--- config.mk ---
export PLATFORM = sky130hd
export DESIGN_NAME = tmds_period_ctrl
export DESIGN_NICKNAME = d
export VERILOG_FILES = /design/src/rtl/tmds_period_ctrl.sv
export SDC_FILE = /design/constraint.sdc
export NUM_CORES = 1
export LEC_CHECK = 0
export ABC_AREA = 0
export CORE_MARGIN = 4
export CORE_UTILIZATION = 30
export CTS_BUF_LIST = sky130_fd_sc_hd__clkbuf_8
export DETAILED_ROUTE_END_ITERATION = 10
export GPL_TIMING_DRIVEN = 1
export PLACE_DENSITY = 0.49
export SYNTH_ARGS = -nofsm -noshare
export SYNTH_HDL_FRONTEND = slang
export SYNTH_SLANG_ARGS = --single-unit
--- constraint.sdc ---
create_clock -name clock_me -period 2.1 [get_ports clock_me]
set_input_delay 0.525 -clock clock_me [delete_from_list [all_inputs] [get_ports clock_me]]
set_output_delay 0.525 -clock clock_me [all_outputs]
set_load 0.03 [all_outputs]
--- src/rtl/tmds_period_ctrl.sv ---
// Raster timing and TMDS period sequencing (control / preamble / guard / video)
// for three video-only encoder channels, with symbols aligned to encoder q_out.
module tmds_period_ctrl #(
  parameter int   H_ACTIVE = 640,
  parameter int   H_FP     = 16,
  parameter int   H_SYNC   = 96,
  parameter int   H_BP     = 48,
  parameter int   V_ACTIVE = 480,
  parameter int   V_FP     = 10,
  parameter int   V_SYNC   = 2,
  parameter int   V_BP     = 33,
  parameter logic SYNC_POL = 1'b0
) (
  input  logic       clock_me,
  input  logic       rst,
  input  logic       run,
  output logic       pix_req,
  output logic       encode_en,
  output logic       enc_rst_n,
  output logic       sym_sel,
  output logic [9:0] ch0_ctrl,
  output logic [9:0] ch1_ctrl,
  output logic [9:0] ch2_ctrl,
  output logic       hsync,
  output logic       vsync,
  output logic       frame_start
);

  localparam int H_TOTAL = H_ACTIVE + H_FP + H_SYNC + H_BP;
  localparam int V_TOTAL = V_ACTIVE + V_FP + V_SYNC + V_BP;
  localparam int HW = (H_TOTAL > 1) ? $clog2(H_TOTAL) : 1;
  localparam int VW = (V_TOTAL > 1) ? $clog2(V_TOTAL) : 1;

  localparam logic [HW-1:0] H_LAST    = HW'(H_TOTAL - 1);
  localparam logic [HW-1:0] H_ACT     = HW'(H_ACTIVE);
  localparam logic [HW-1:0] HS_FIRST  = HW'(H_ACTIVE + H_FP);
  localparam logic [HW-1:0] HS_LAST   = HW'(H_ACTIVE + H_FP + H_SYNC - 1);
  localparam logic [HW-1:0] PRE_FIRST = HW'(H_TOTAL - 10);
  localparam logic [HW-1:0] PRE_LAST  = HW'(H_TOTAL - 3);
  localparam logic [HW-1:0] GRD_FIRST = HW'(H_TOTAL - 2);

  localparam logic [VW-1:0] V_LAST    = VW'(V_TOTAL - 1);
  localparam logic [VW-1:0] V_ACT     = VW'(V_ACTIVE);
  localparam logic [VW-1:0] V_ACT_M1  = VW'(V_ACTIVE - 1);
  localparam logic [VW-1:0] VS_FIRST  = VW'(V_ACTIVE + V_FP);
  localparam logic [VW-1:0] VS_LAST   = VW'(V_ACTIVE + V_FP + V_SYNC - 1);

  localparam logic [9:0] TOK_00    = 10'b1101010100;
  localparam logic [9:0] TOK_01    = 10'b0010101011;
  localparam logic [9:0] GUARD_CH0 = 10'b1011001100;
  localparam logic [9:0] GUARD_CH1 = 10'b0100110011;
  localparam logic [9:0] GUARD_CH2 = 10'b1011001100;

  typedef enum logic [1:0] {
    ST_CTRL     = 2'd0,
    ST_PREAMBLE = 2'd1,
    ST_GUARD    = 2'd2,
    ST_VIDEO    = 2'd3
  } state_t;

  function automatic logic [9:0] ctrl_token(input logic [1:0] c);
    logic [9:0] tok;
    case (c)
      2'b00:   tok = 10'b1101010100;
      2'b01:   tok = 10'b0010101011;
      2'b10:   tok = 10'b0101010100;
      2'b11:   tok = 10'b1010101011;
      default: tok = 10'b1101010100;
    endcase
    return tok;
  endfunction

  logic [HW-1:0] hcnt_r;
  logic [VW-1:0] vcnt_r;
  state_t        state_r;
  state_t        dec_state_s;
  logic          next_line_active_s;
  logic          hs_raw_s;
  logic          vs_raw_s;
  logic          origin_s;
  logic          hs1_r;
  logic          vs1_r;

  // Raster position decode; counters describe the position emitted on the next edge
  always_comb begin
    next_line_active_s = (vcnt_r < V_ACT_M1) || (vcnt_r == V_LAST);
    hs_raw_s = (hcnt_r >= HS_FIRST) && (hcnt_r <= HS_LAST);
    vs_raw_s = (vcnt_r >= VS_FIRST) && (vcnt_r <= VS_LAST);
    origin_s = (hcnt_r == {HW{1'b0}}) && (vcnt_r == {VW{1'b0}});
    if (!run) begin
      dec_state_s = ST_CTRL;
    end else if ((hcnt_r < H_ACT) && (vcnt_r < V_ACT)) begin
      dec_state_s = ST_VIDEO;
    end else if (next_line_active_s && (hcnt_r >= PRE_FIRST) && (hcnt_r <= PRE_LAST)) begin
      dec_state_s = ST_PREAMBLE;
    end else if (next_line_active_s && (hcnt_r >= GRD_FIRST)) begin
      dec_state_s = ST_GUARD;
    end else begin
      dec_state_s = ST_CTRL;
    end
  end

  // Horizontal/vertical raster counters; run low parks them at the origin
  always_ff @(posedge clock_me or posedge rst) begin
    if (rst) begin
      hcnt_r <= {HW{1'b0}};
      vcnt_r <= {VW{1'b0}};
    end else if (!run) begin
      hcnt_r <= {HW{1'b0}};
      vcnt_r <= {VW{1'b0}};
    end else if (hcnt_r == H_LAST) begin
      hcnt_r <= {HW{1'b0}};
      if (vcnt_r == V_LAST) begin
        vcnt_r <= {VW{1'b0}};
      end else begin
        vcnt_r <= vcnt_r + {{(VW-1){1'b0}}, 1'b1};
      end
    end else begin
      hcnt_r <= hcnt_r + {{(HW-1){1'b0}}, 1'b1};
    end
  end

  // Period FSM with encoder-side controls registered alongside the state
  always_ff @(posedge clock_me or posedge rst) begin
    if (rst) begin
      state_r     <= ST_CTRL;
      pix_req     <= 1'b0;
      encode_en   <= 1'b0;
      enc_rst_n   <= 1'b0;
      frame_start <= 1'b0;
      hs1_r       <= 1'b0;
      vs1_r       <= 1'b0;
    end else begin
      state_r     <= dec_state_s;
      pix_req     <= (dec_state_s == ST_VIDEO);
      encode_en   <= (dec_state_s == ST_VIDEO);
      enc_rst_n   <= (dec_state_s == ST_VIDEO);
      frame_start <= run && origin_s;
      hs1_r       <= run && hs_raw_s;
      vs1_r       <= run && vs_raw_s;
    end
  end

  // Second stage lines the mux controls up with the encoder's one-cycle latency
  always_ff @(posedge clock_me or posedge rst) begin
    if (rst) begin
      sym_sel  <= 1'b0;
      hsync    <= ~SYNC_POL;
      vsync    <= ~SYNC_POL;
      ch0_ctrl <= TOK_00;
      ch1_ctrl <= TOK_00;
      ch2_ctrl <= TOK_00;
    end else begin
      sym_sel <= (state_r == ST_VIDEO);
      hsync   <= hs1_r ? SYNC_POL : ~SYNC_POL;
      vsync   <= vs1_r ? SYNC_POL : ~SYNC_POL;
      case (state_r)
        ST_CTRL: begin
          ch0_ctrl <= ctrl_token({vs1_r, hs1_r});
          ch1_ctrl <= TOK_00;
          ch2_ctrl <= TOK_00;
        end
        ST_PREAMBLE: begin
          ch0_ctrl <= ctrl_token({vs1_r, hs1_r});
          ch1_ctrl <= TOK_01;
          ch2_ctrl <= TOK_00;
        end
        ST_GUARD: begin
          ch0_ctrl <= GUARD_CH0;
          ch1_ctrl <= GUARD_CH1;
          ch2_ctrl <= GUARD_CH2;
        end
        ST_VIDEO: begin
          ch0_ctrl <= ch0_ctrl;
          ch1_ctrl <= ch1_ctrl;
          ch2_ctrl <= ch2_ctrl;
        end
        default: begin
          ch0_ctrl <= TOK_00;
          ch1_ctrl <= TOK_00;
          ch2_ctrl <= TOK_00;
        end
      endcase
    end
  end

endmodule

Yosys cells after proc, flatten, opt, wreduce, memory -nomap -nowiden
Index checks and enable logic that the tools add are counted.
{"block": "totals", "in_bits": 3, "ff_bits": 59, "out_inout_bits": 37, "elab_cells": 66}
{"block": "classes", "addsub": 2, "reduce_logical": 16, "order_cmp": 10, "n_eq_ne": 10, "muxes": 15}
{"op": "10-bit 2-to-1 mux", "n": 5}
{"op": "10-bit one-hot mux with 2 select lines", "n": 2}
{"op": "10-bit one-hot mux with 4 select lines", "n": 1}
{"op": "10-bit >= comparator (second input constant)", "n": 3}
{"op": "10-bit one-hot mux with 3 select lines", "n": 1}
{"op": "10-bit by 1-bit adder with 10-bit output (second input constant)", "n": 2}
{"op": "10-bit equality test (second input constant)", "n": 2}
{"op": "10-bit <= comparator (second input constant)", "n": 2}
{"op": "10-bit zero test", "n": 2}
{"op": "10-bit by 9-bit less-than comparator with 1-bit output (second input constant)", "n": 2}
{"op": "2-bit equality test (second input constant)", "n": 5}
{"op": "10-bit by 9-bit >= comparator with 1-bit output (second input constant)", "n": 1}
{"op": "10-bit by 9-bit <= comparator with 1-bit output (second input constant)", "n": 1}
{"op": "1-bit logical AND", "n": 10}
{"op": "10-bit less-than comparator (second input constant)", "n": 1}
{"op": "2-bit 2-to-1 mux", "n": 4}
{"op": "2-bit by 1-bit equality test with 1-bit output (second input constant)", "n": 2}
{"op": "2-bit zero test", "n": 2}
{"op": "1-bit 2-to-1 mux", "n": 2}
{"op": "2-bit by 1-bit != test with 1-bit output (second input constant)", "n": 1}
{"op": "2-bit OR reduction", "n": 1}
{"op": "1-bit logical OR", "n": 1}

Longest topological paths before layout
Gate-level depths: netlist of the first run.
{"block": "depth", "ltp_word": 8, "ltp_mapped": 7, "depth_no_buf": 6}

Least setup slack after synthesis of the first run
No wires, ideal clock.
{"block": "synth_path", "path_kind": "reg-to-reg", "start": "register vcnt_r[0]", "end": "register vcnt_r[3]", "setup_slack_ns": 0.206, "stages_incl_launch_ff": 7, "t_arrival_ns": 1.773, "period_less_slack_ns": 1.894, "required_ns": 1.979, "path_buffers": 0, "setup_time_ns": 0.121, "cell_sequence": "dfrtp_1 -> inv_1 -> ha_1 -> or4b_4 -> o31a_1 -> a21o_1 -> a22o_1"}
{"block": "synth_via", "elab_chain_len": 4, "word_cells_on_any_way": 5, "cone_classes": "1 x add/sub; 1 x eq/ne; 3 x mux"}
{"element": "start, declared", "line": "74", "rtl": "logic [VW-1:0] vcnt_r;"}
{"element": "start signal, assigned", "line": "107", "rtl": "vcnt_r <= {VW{1'b0}};"}
{"element": "start signal, assigned", "line": "110", "rtl": "vcnt_r <= {VW{1'b0}};"}
{"element": "start signal, assigned", "line": "114", "rtl": "vcnt_r <= {VW{1'b0}};"}
{"element": "10-bit by 1-bit adder with 10-bit output or 10-bit equality test (tied branches)", "line": "116, 113"}
{"element": "10-bit 2-to-1 mux (*)", "line": "113", "rtl": "if (vcnt_r == V_LAST) begin"}
{"element": "10-bit 2-to-1 mux (*)", "line": "111", "rtl": "end else if (hcnt_r == H_LAST) begin"}
{"element": "10-bit 2-to-1 mux (*)", "line": "108", "rtl": "end else if (!run) begin"}
Mark *: on every way between the ends. The rest lies on a longest branch, timed or not. The select of a mux whose other input is x is not followed.
A chain may end at the register's enable or synchronous reset.

==> impl_metrics.json, run 1 <==
{
  "synth_edf_count": 0,
  "crit_fanout": 4,
  "synthCells": 236,
  "post-route-period-util": 0.978,
  "syn2layout_area_growth_pct": 21.9,
  "path_delay_family": "buffers and inverters",
  "fin_util": 0.382,
  "final.setup.tns_ps": 0,
  "timing.slew.headroom": 0.575,
  "cp_slowest_cell": "clkdlybuf4s50_1",
  "pwr-share-seq": 0.439,
  "ant_nets": 0,
  "vias": 1687,
  "fmax_mhz": 487,
  "ys_seq_elements": 40,
  "synth_compound_area_frac": 0.116,
  "cp.required_ps": 1570,
  "via_per_inst": 4.69,
  "row_count": 31,
  "clk_latency_ps": 290,
  "rsz0062_at_grt": "no",
  "status": "completed",
  "wl_met3_um": 274,
  "globalRoute.totalOverflow": 0,
  "firstDrtPassIters": 4,
  "synthFlopType": "dfrtp_1",
  "synth_cell_types": 49,
  "final_cells": 360,
  "syn_area_um2": 2290,
  "grt_max_degree": 41,
  "p_comb_frac": 0.158,
  "cp-start-kind": "register",
  "cts_max_level": 2,
  "cp-end-kind": "output port",
  "initial_core_util": 0.313,
  "grt_usage": 0.114,
  "dieArea_um2": 9110,
  "worst_pin_slew_ps": 637,
  "internal-power_mw": 1.39,
  "leakage_nw": 1.24,
  "ios": 40,
  "numClockSinks": 40,
  "cts_resized": 0,
  "yosys.area_share.adder": 0.0818,
  "die_w_um": 95.5,
  "hold_class": "reg2reg",
  "p_per_area_nw_per_um2": 670,
  "syn_area_per_cell_um2": 9.72,
  "cts.hold.buffers_added": 0,
  "synth_top_family_by_area": "simple AND/OR/NAND/NOR gates",
  "post-dp-hpwl_um": 3430,
  "max_stage_delay_ps": 670,
  "slew_violations": 0,
  "switching_power_mw": 0.488,
  "wl_met2_um": 2200,
  "gp_congestion": 0.887,
  "preCtsSetupSlack_ps": 90.9,
  "hold_viol": 0,
  "finClkSkew_ps": 9.11,
  "criticalPathCategory": "reg2out",
  "placed_cells": 352,
  "synth-simple-area-share": 0.193,
  "num-nets-final": 278,
  "p_sw_frac": 0.260,
  "synthXorXnorAreaFrac": 0.0229,
  "cts.reportedPaths.clkPinSlew_ps": 80,
  "postSynth.asyncResetShare": 1.00,
  "diodes": 0,
  "yosysSeqAreaShare": 0.441,
  "r2r-start": "vcnt_r[0]",
  "max-cap-violations": 0,
  "clockPowerShare": 0.403,
  "highest_layer": "met4",
  "post_drt_wl_per_cell_um": 13.4,
  "grt_pass1_wl_um": 8110,
  "drc": 0,
  "drive_above_1_share": 0.149,
  "cts_tree": "built",
  "cts_buffers": 5,
  "finalCriticalPeriod_ps": 2050,
  "ys_warn_count": 0,
  "grt_pass1_vias": 1611,
  "cts_root_buffer": "clkbuf_8",
  "core_um2": 7330,
  "cts_buffer_depth": 2,
  "path_cells": "clkdlybuf4s50_1",
  "place_area_um2": 2660,
  "setup_viol": 0,
  "ir_drop_uv": 323,
  "final_area_um2": 2800,
  "dr.first_iter.drc_count": 69,
  "final.setup.worst_slack_ps": 45.7,
  "cp-startpoint": "ch1_ctrl[6]",
  "critPathArrivalTime_ps": 1530,
  "antenna_found_initial": 0,
  "drt_wl_total_um": 4840,
  "hold_path_startpoint": "ch0_ctrl[9]",
  "cts_setup_buffers": 0,
  "die_h_um": 95.5,
  "m1WireLength_um": 2330,
  "place.port_buffers": 33,
  "synth.area.mux_share": 0.0234,
  "crit_buf_inv": 1
}
## cells by family (layout without fill, tap and decap cells)
| family | count (synthesis) | after routing |
|---|---|---|
| and+or+nand+nor | 80 | 80 |
| buffers and inverters | 50 | 71 |
| DFF | 40 | 40 |
| AOI/OAI and AO/OA | 38 | 38 |
| adders and majority gates | 15 | 15 |
| xor gates and xnor gates | 6 | 6 |
| muxes | 5 | 5 |
| other | 2 | 6 |
## cells in the mapped netlist, types with 3 or more instances
cell | number | area [um^2]
a21o_1 | 3 | 22.5
a21oi_1 | 7 | 35.0
a22o_1 | 3 | 26.3
and3_1 | 4 | 25.0
buf_2 | 6 | 30.0
buf_4 | 21 | 158
clkbuf_1 | 5 | 18.8
dfrtp_1 | 32 | 801
dfstp_2 | 8 | 210
ha_1 | 15 | 188
inv_1 | 18 | 67.6
mux2_2 | 3 | 33.8
nand2_1 | 12 | 45.0
nand3_1 | 12 | 60.1
nand4_1 | 4 | 25.0
nor2_1 | 16 | 60.1
nor3_1 | 7 | 35.0
nor4_1 | 3 | 18.8
o211ai_1 | 3 | 22.5
o21ai_0 | 9 | 45.0
o31ai_1 | 3 | 22.5
or3_1 | 5 | 31.3
xnor2_1 | 3 | 26.3
xor2_1 | 3 | 26.3
## stage by stage
step	power (mW)	hold WS (ps)
floorplan	1.05	422
global placement	1.14	444
detailed placement	1.14	454
CTS	1.90	467
global route	1.96	483
finish	1.87	464
## flip-flops by register name (all words and copies together), names as in the netlist
| register | count |
|---|---|
| hcnt_r | 10 |
| vcnt_r | 10 |
| ch0_ctrl | 5 |
| ch1_ctrl | 4 |
| ch2_ctrl | 2 |
| state_r | 2 |
| enc_rst_n | 1 |
| frame_start | 1 |
| hs1_r | 1 |
| hsync | 1 |
| sym_sel | 1 |
| vs1_r | 1 |
| vsync | 1 |
## power groups by stage
stage / Clock (mW) / Sequential [mW] / Combinational [mW]
finish: 0.754 / 0.823 / 0.297
global route: 0.807 / 0.827 / 0.323
CTS: 0.776 / 0.824 / 0.302
detailed placement: 0 / 0.839 / 0.301
global placement: 0 / 0.836 / 0.301
floorplan: 0 / 0.874 / 0.179
## placed cells by master (no fill, tap or decap), types with 4 or more instances in the layout
master	count
a21oi_1	7
and3_1	4
buf_4	11
clkbuf_8	5
clkdlybuf4s50_1	31
conb_1	6
dfrtp_1	32
dfstp_2	8
ha_1	15
inv_1	19
nand2_1	12
nand3_1	12
nand4_1	4
nor2_1	16
nor3_1	7
o21ai_0	9
or3_1	5
## layout make-up
type	count	area, um^2
fill	720	4530
multi-input combinational	150	1020
sequential	40	1010
timing repair buffer	45	438
tap	99	124
clock buffer	5	68.8
inverter	18	67.6
clock inverter	3	63.8
## layer usage
layer / vias to the layer above / track usage
met5: - / 0
met4: 0 / 0.0320
met3: 4 / 0.0237
met2: 49 / 0.176
met1: 800 / 0.160
li1: 834 / -
## worst paths after layout
path	endpoint	slack (ps)	depth (start not counted)
min in group asynchronous	ch1_ctrl[5]	580	3
worst max register to register	vcnt_r[9]	70	6
worst min register to register	ch0_ctrl[9]	460	2
worst min-delay path	ch0_ctrl[9]	460	2
max in group asynchronous	ch2_ctrl[4]	1260	3
worst max-delay path	ch1_ctrl[9]	50	1
Note: power is estimated with default switching activity, not from simulation.
==> inputs of run 2 (changes only) <==
Settings changed: HOLD_SLACK_MARGIN set to 0.02.
==> results of run 2 <==
Same layout as run 1: the final DEF is identical, and so are final timing and power.
==> inputs of run 3 (changes only) <==
--- a/config.mk
+++ b/config.mk
@@ -11,5 +11,5 @@
 export CTS_BUF_LIST = sky130_fd_sc_hd__clkbuf_8
 export DETAILED_ROUTE_END_ITERATION = 10
-export GPL_TIMING_DRIVEN = 1
+export GPL_TIMING_DRIVEN = 0
 export HOLD_SLACK_MARGIN = 0.02
 export PLACE_DENSITY = 0.49
==> constraint.sdc (replaced) <==
create_clock -name clock_me -period 2.1 [get_ports clock_me]
set_input_delay 0.525 -clock clock_me [delete_from_list [all_inputs] [get_ports clock_me]]
set_output_delay 0.525 -clock clock_me [all_outputs]
set_load 0.005 [all_outputs]
==> impl_metrics.json, run 3 (synthesis gave the netlist of run 1 again) <==
{
  "grt_pass1_wl_um": 8180,
  "ios": 40,
  "antenna_found_initial": 0,
  "drc": 0,
  "p_comb_frac": 0.135,
  "top_regs": "hcnt_r: 10 flops, vcnt_r: 10 flops, ch0_ctrl: 5 flops",
  "mostFrequentLayoutCell": "clkdlybuf4s50_1",
  "preCtsSetupSlack_ps": -138,
  "cts_tree": "built",
  "p_sw_frac": 0.234,
  "critPathArrivalTime_ps": 2230,
  "placed_cells": 372,
  "final_area_um2": 2920,
  "rsz0062_at_grt": "no",
  "cp-end-kind": "register",
  "place.port_buffers": 33,
  "max_stage_delay_ps": 500,
  "ant_nets": 0,
  "fin_total_pwr_mw": 1.74,
  "fin_hold_ws_ps": 466,
  "place_area_um2": 2760,
  "die_w_um": 95.5,
  "pwr-share-seq": 0.475,
  "grt_max_degree": 41,
  "finClkSkew_ps": 7.08,
  "firstDrtPassIters": 5,
  "timing.slew.headroom": 0.447,
  "cts_root_buffer": "clkbuf_8",
  "hold_class": "reg2reg",
  "mostFrequentLayoutCells": "clkdlybuf4s50_1 (33), dfrtp_1 (31), buf_4 (23)",
  "final.setup.worst_slack_ps": 100,
  "path_delay_family": "simple AND/OR/NAND/NOR gates",
  "final.setup.tns_ps": 0,
  "switching_power_mw": 0.407,
  "path_cells": "inv_2, ha_1, or4b_4, or3_4, o22ai_4, a41o_1",
  "cts_buffers": 5,
  "cts.reportedPaths.clkPinSlew_ps": 80,
  "cts_max_level": 2,
  "drive_above_1_share": 0.216,
  "initial_core_util": 0.313,
  "p_per_area_nw_per_um2": 594,
  "via_per_inst": 4.58,
  "final_cells": 381,
  "worst_pin_slew_ps": 828,
  "diodes": 0,
  "setup_viol": 0,
  "vias": 1745,
  "grt_pass1_vias": 1655,
  "ir_drop_uv": 440,
  "finalCriticalPeriod_ps": 2000,
  "clk_latency_ps": 300,
  "cp_slowest_cell": "or4b_4",
  "cp-startpoint": "vcnt_r[0]",
  "crit_fanout": 5,
  "num-nets-final": 299,
  "r2r-start": "vcnt_r[0]",
  "dr.first_iter.drc_count": 48,
  "cts.hold.buffers_added": 0,
  "gp_congestion": 0.792,
  "dieArea_um2": 9110,
  "slew_violations": 0,
  "post-dp-hpwl_um": 3490,
  "status": "completed",
  "cp-start-kind": "register",
  "row_count": 31,
  "numClockSinks": 40,
  "post-route-period-util": 0.952,
  "fin_util": 0.398,
  "crit_buf_inv": 1,
  "criticalPathCategory": "reg2reg",
  "die_h_um": 95.5,
  "leakage_nw": 1.30,
  "grt_usage": 0.114,
  "syn2layout_area_growth_pct": 27.3,
  "fmax_mhz": 500,
  "drt_wl_total_um": 4850,
  "hold_viol": 0,
  "cts_buffer_depth": 2,
  "internal-power_mw": 1.33,
  "post_drt_wl_per_cell_um": 12.7,
  "hold_path_startpoint": "vs1_r",
  "cp.required_ps": 2330,
  "core_um2": 7330,
  "globalRoute.totalOverflow": 0,
  "max-cap-violations": 0,
  "clockPowerShare": 0.390
}
-- run 3: cell types whose count changed in the layout (fill, tap and decap cells not counted), sizes merged --
cell           previous run  this run
bufinv                    2         1
inv                      19        18
clkinv                    0         1
clkdlybuf4s50            31        33
dlymetal6s2s              2         0
buf                      12        29
clkbuf                    5        10
-- run 3: worst reg2reg max path, cell delays in order (launching register included) --
cell and delay, ps:
dfrtp_1 410, inv_2 100, ha_1 140, or4b_4 500
or3_4 410, o22ai_4 170, a41o_1 210
-- run 3: layer usage --
metal / GRT usage / part of all wire / routed length, um / up-vias
li1: - / - / - / 885
met1: 0.152 / 0.49 / 2370 / 816
met2: 0.185 / 0.44 / 2150 / 37
met3: 0.0260 / 0.055 / 267 / 7
met4: 0.0355 / 0.015 / 71 / 0
met5: 0 / 0 / 0 / -
-- run 3: repair_timing --
item                       4_1_cts  5_1_grt
resized for setup                0        5
setup endpoints to repair        0        9
buffers inserted                 0        2
-- run 3: layout make-up --
class                   count  area [um^2]
plain buffers              31          203
clock buffers               6         82.6
clock inverters             2         38.8
fillers                   727         4410
inverters                  18         67.6
multi-input cells         150         1050
flip-flops and latches     40         1010
well taps                  99          124
repair buffers             35          345
-- run 3: path summary, 6_finish.rpt --
kind                       slack [ps]           to  depth (start not counted)
setup reg to reg                  100   state_r[1]                          6
hold / removal                    470        vsync                          1
hold reg to reg                   470        vsync                          1
setup / recovery                  100   state_r[1]                          6
min in group asynchronous         710  ch1_ctrl[5]                          2
max in group asynchronous         820    vcnt_r[1]                          2
-- run 3: power by group through the flow --
stage | Sequential, mW | Clock, mW | Combinational [mW]
floorplan | 0.837 | 0 | 0.122
global placement | 0.838 | 0 | 0.235
detailed placement | 0.840 | 0 | 0.237
CTS | 0.826 | 0.712 | 0.237
global route | 0.831 | 0.739 | 0.261
finish | 0.824 | 0.677 | 0.234
==> edit (flow settings as in run 2) <==
Register the input `run` before use, cleared by the reset. The logic sees it one clock later.
--- a/src/rtl/tmds_period_ctrl.sv
+++ b/src/rtl/tmds_period_ctrl.sv
@@ -60,2 +60,12 @@
 
+  logic run_q;
+
+  always_ff @(posedge clock_me or posedge rst) begin
+    if (rst) begin
+      run_q <= '0;
+    end else begin
+      run_q <= run;
+    end
+  end
+
   function automatic logic [9:0] ctrl_token(input logic [1:0] c);
@@ -89,3 +99,3 @@
     origin_s = (hcnt_r == {HW{1'b0}}) && (vcnt_r == {VW{1'b0}});
-    if (!run) begin
+    if (!run_q) begin
       dec_state_s = ST_CTRL;
@@ -107,3 +117,3 @@
       vcnt_r <= {VW{1'b0}};
-    end else if (!run) begin
+    end else if (!run_q) begin
       hcnt_r <= {HW{1'b0}};
@@ -137,5 +147,5 @@
       enc_rst_n   <= (dec_state_s == ST_VIDEO);
-      frame_start <= run && origin_s;
-      hs1_r       <= run && hs_raw_s;
-      vs1_r       <= run && vs_raw_s;
+      frame_start <= run_q && origin_s;
+      hs1_r       <= run_q && hs_raw_s;
+      vs1_r       <= run_q && vs_raw_s;
     end
Check against the original RTL: not equivalent (a bounded check fails within 4 cycles, from zero or initial values and one cycle with rst high).
==> edit against run 2 <==
Critical path depth unchanged. Combinational power down 6%. Power down 13%. Sequential cell count up 1. Hold slack worse by 4.0 ps. Synthesized area down 0.65%. Setup slack better by 14 ps. Non-clock buffer count down 5. Routed wire length down 7.1%. Final area down 3.8%. Critical endpoint is now ch1_ctrl[2]. Largest power group unchanged.
==> edit: results (changes against run 2) <==
Iter 0 DRT Violations -> 90 (was 69)
Hold Path Depth -> 1 (was 2)
register area share after synthesis -> 0.454 (was 0.441)
slew margin rel. -> 0.612 (was 0.575)
Worst R2R Start -> hcnt_r[0] (was vcnt_r[0])
Hold Startpoint -> hs1_r (was ch0_ctrl[9])
status -> completed (unchanged)
FF+latch area -> 1040 sq um (was 1010 sq um)
vias in the first global route -> 1556 (was 1611)
top post-synthesis cells by count -> 33 x dfrtp_1, 22 x buf_4, 16 x a21oi_1 (was 32 x dfrtp_1, 21 x buf_4, 18 x inv_1)
worst hold endpoint -> hsync (was ch0_ctrl[9])
maximum VDD drop -> 0.000211 V (was 0.000323 V)
Mapped Cells -> 227 (was 236)
Vias/cell -> 4.73 (was 4.69)
placed insts -> 340 (was 352)
fraction of layout cells with a size suffix above 1 -> 0.124 (was 0.149)
wire length per cell -> 12.9 um (was 13.4 um)
fin nets -> 266 (was 278)
largest net degree at the start of global routing -> 42 (was 41)
leakage -> 1.12 nW (was 1.24 nW)
CP arrival -> 1510 ps (was 1530 ps)
dpl cell area -> 2610 sq um (was 2660 sq um)
Synth area leaders -> dfrtp_1 36%, dfstp_2 9.2%, ha_1 8.2%, buf_4 7.2%, a21oi_1 3.5% (was dfrtp_1 35%, dfstp_2 9.2%, ha_1 8.2%, buf_4 6.9%, inv_1 2.9%)
Setup Skew -> 4.13 ps (was 9.11 ps)
non-filler instance count after layout -> 348 (was 360)
Tot GR Track Use -> 0.108 (was 0.114)
gpl congestion -> 0.846 (was 0.887)
edit: cell types whose count changed in the layout (fill, tap and decap cells not counted), sizes merged, moves of 4 or more:
| cell | run 2 | this run |
|---|---|---|
| nor3 | 8 | 1 |
| nor2 | 16 | 12 |
| a21oi | 7 | 16 |
| nand3 | 12 | 7 |
| buf | 12 | 7 |
edit: area by class of cell:
type | instances | share of cell area
clock inverter | 3 | 0.00651
clock buffer | 5 | 0.0256
timing repair buffer | 40 | 0.147
inverter | 16 | 0.0223
sequential | 41 | 0.385
tap | 99 | 0.0460
multi-input combinational | 144 | 0.368
edit: how the worst max path moves through the flow:
stage,startpoint,slack (ps),endpoint
6_report,ch1_ctrl[6],60,ch1_ctrl[2]
5_1_grt,ch1_ctrl[8],10,ch1_ctrl[8]
4_1_cts,ch1_ctrl[6],40,ch1_ctrl[2]
3_5_place_dp,hcnt_r[0],220,vcnt_r[9]
3_3_place_gp,hcnt_r[0],280,vcnt_r[9]
2_1_floorplan,hcnt_r[0],350,vcnt_r[7]
edit: cells by family after synthesis:
family | after synthesis | share of synthesized area
other cells | 2 | 0.00329
mux | 5 | 0.0236
buf+inv | 46 | 0.117
xor+xnor | 6 | 0.0231
compound gates | 43 | 0.117
simple gates | 69 | 0.179
flops | 41 | 0.454
fa+ha+maj | 15 | 0.0823
edit: where the power goes:
group          internal [mW]  switching [mW]
Clock                  0.229           0.276
Sequential             0.822          0.0233
Combinational          0.108           0.170
Total                   1.16           0.470
edit: layer usage:
| metal | track usage | up-vias | share of wire |
|---|---|---|---|
| met2 | 0.178 | 53 | 0.46 |
| met1 | 0.139 | 778 | 0.46 |
| met5 | 0 | - | 0 |
| met4 | 0.0288 | 0 | 0.0089 |
| li1 | - | 811 | - |
| met3 | 0.0292 | 4 | 0.069 |
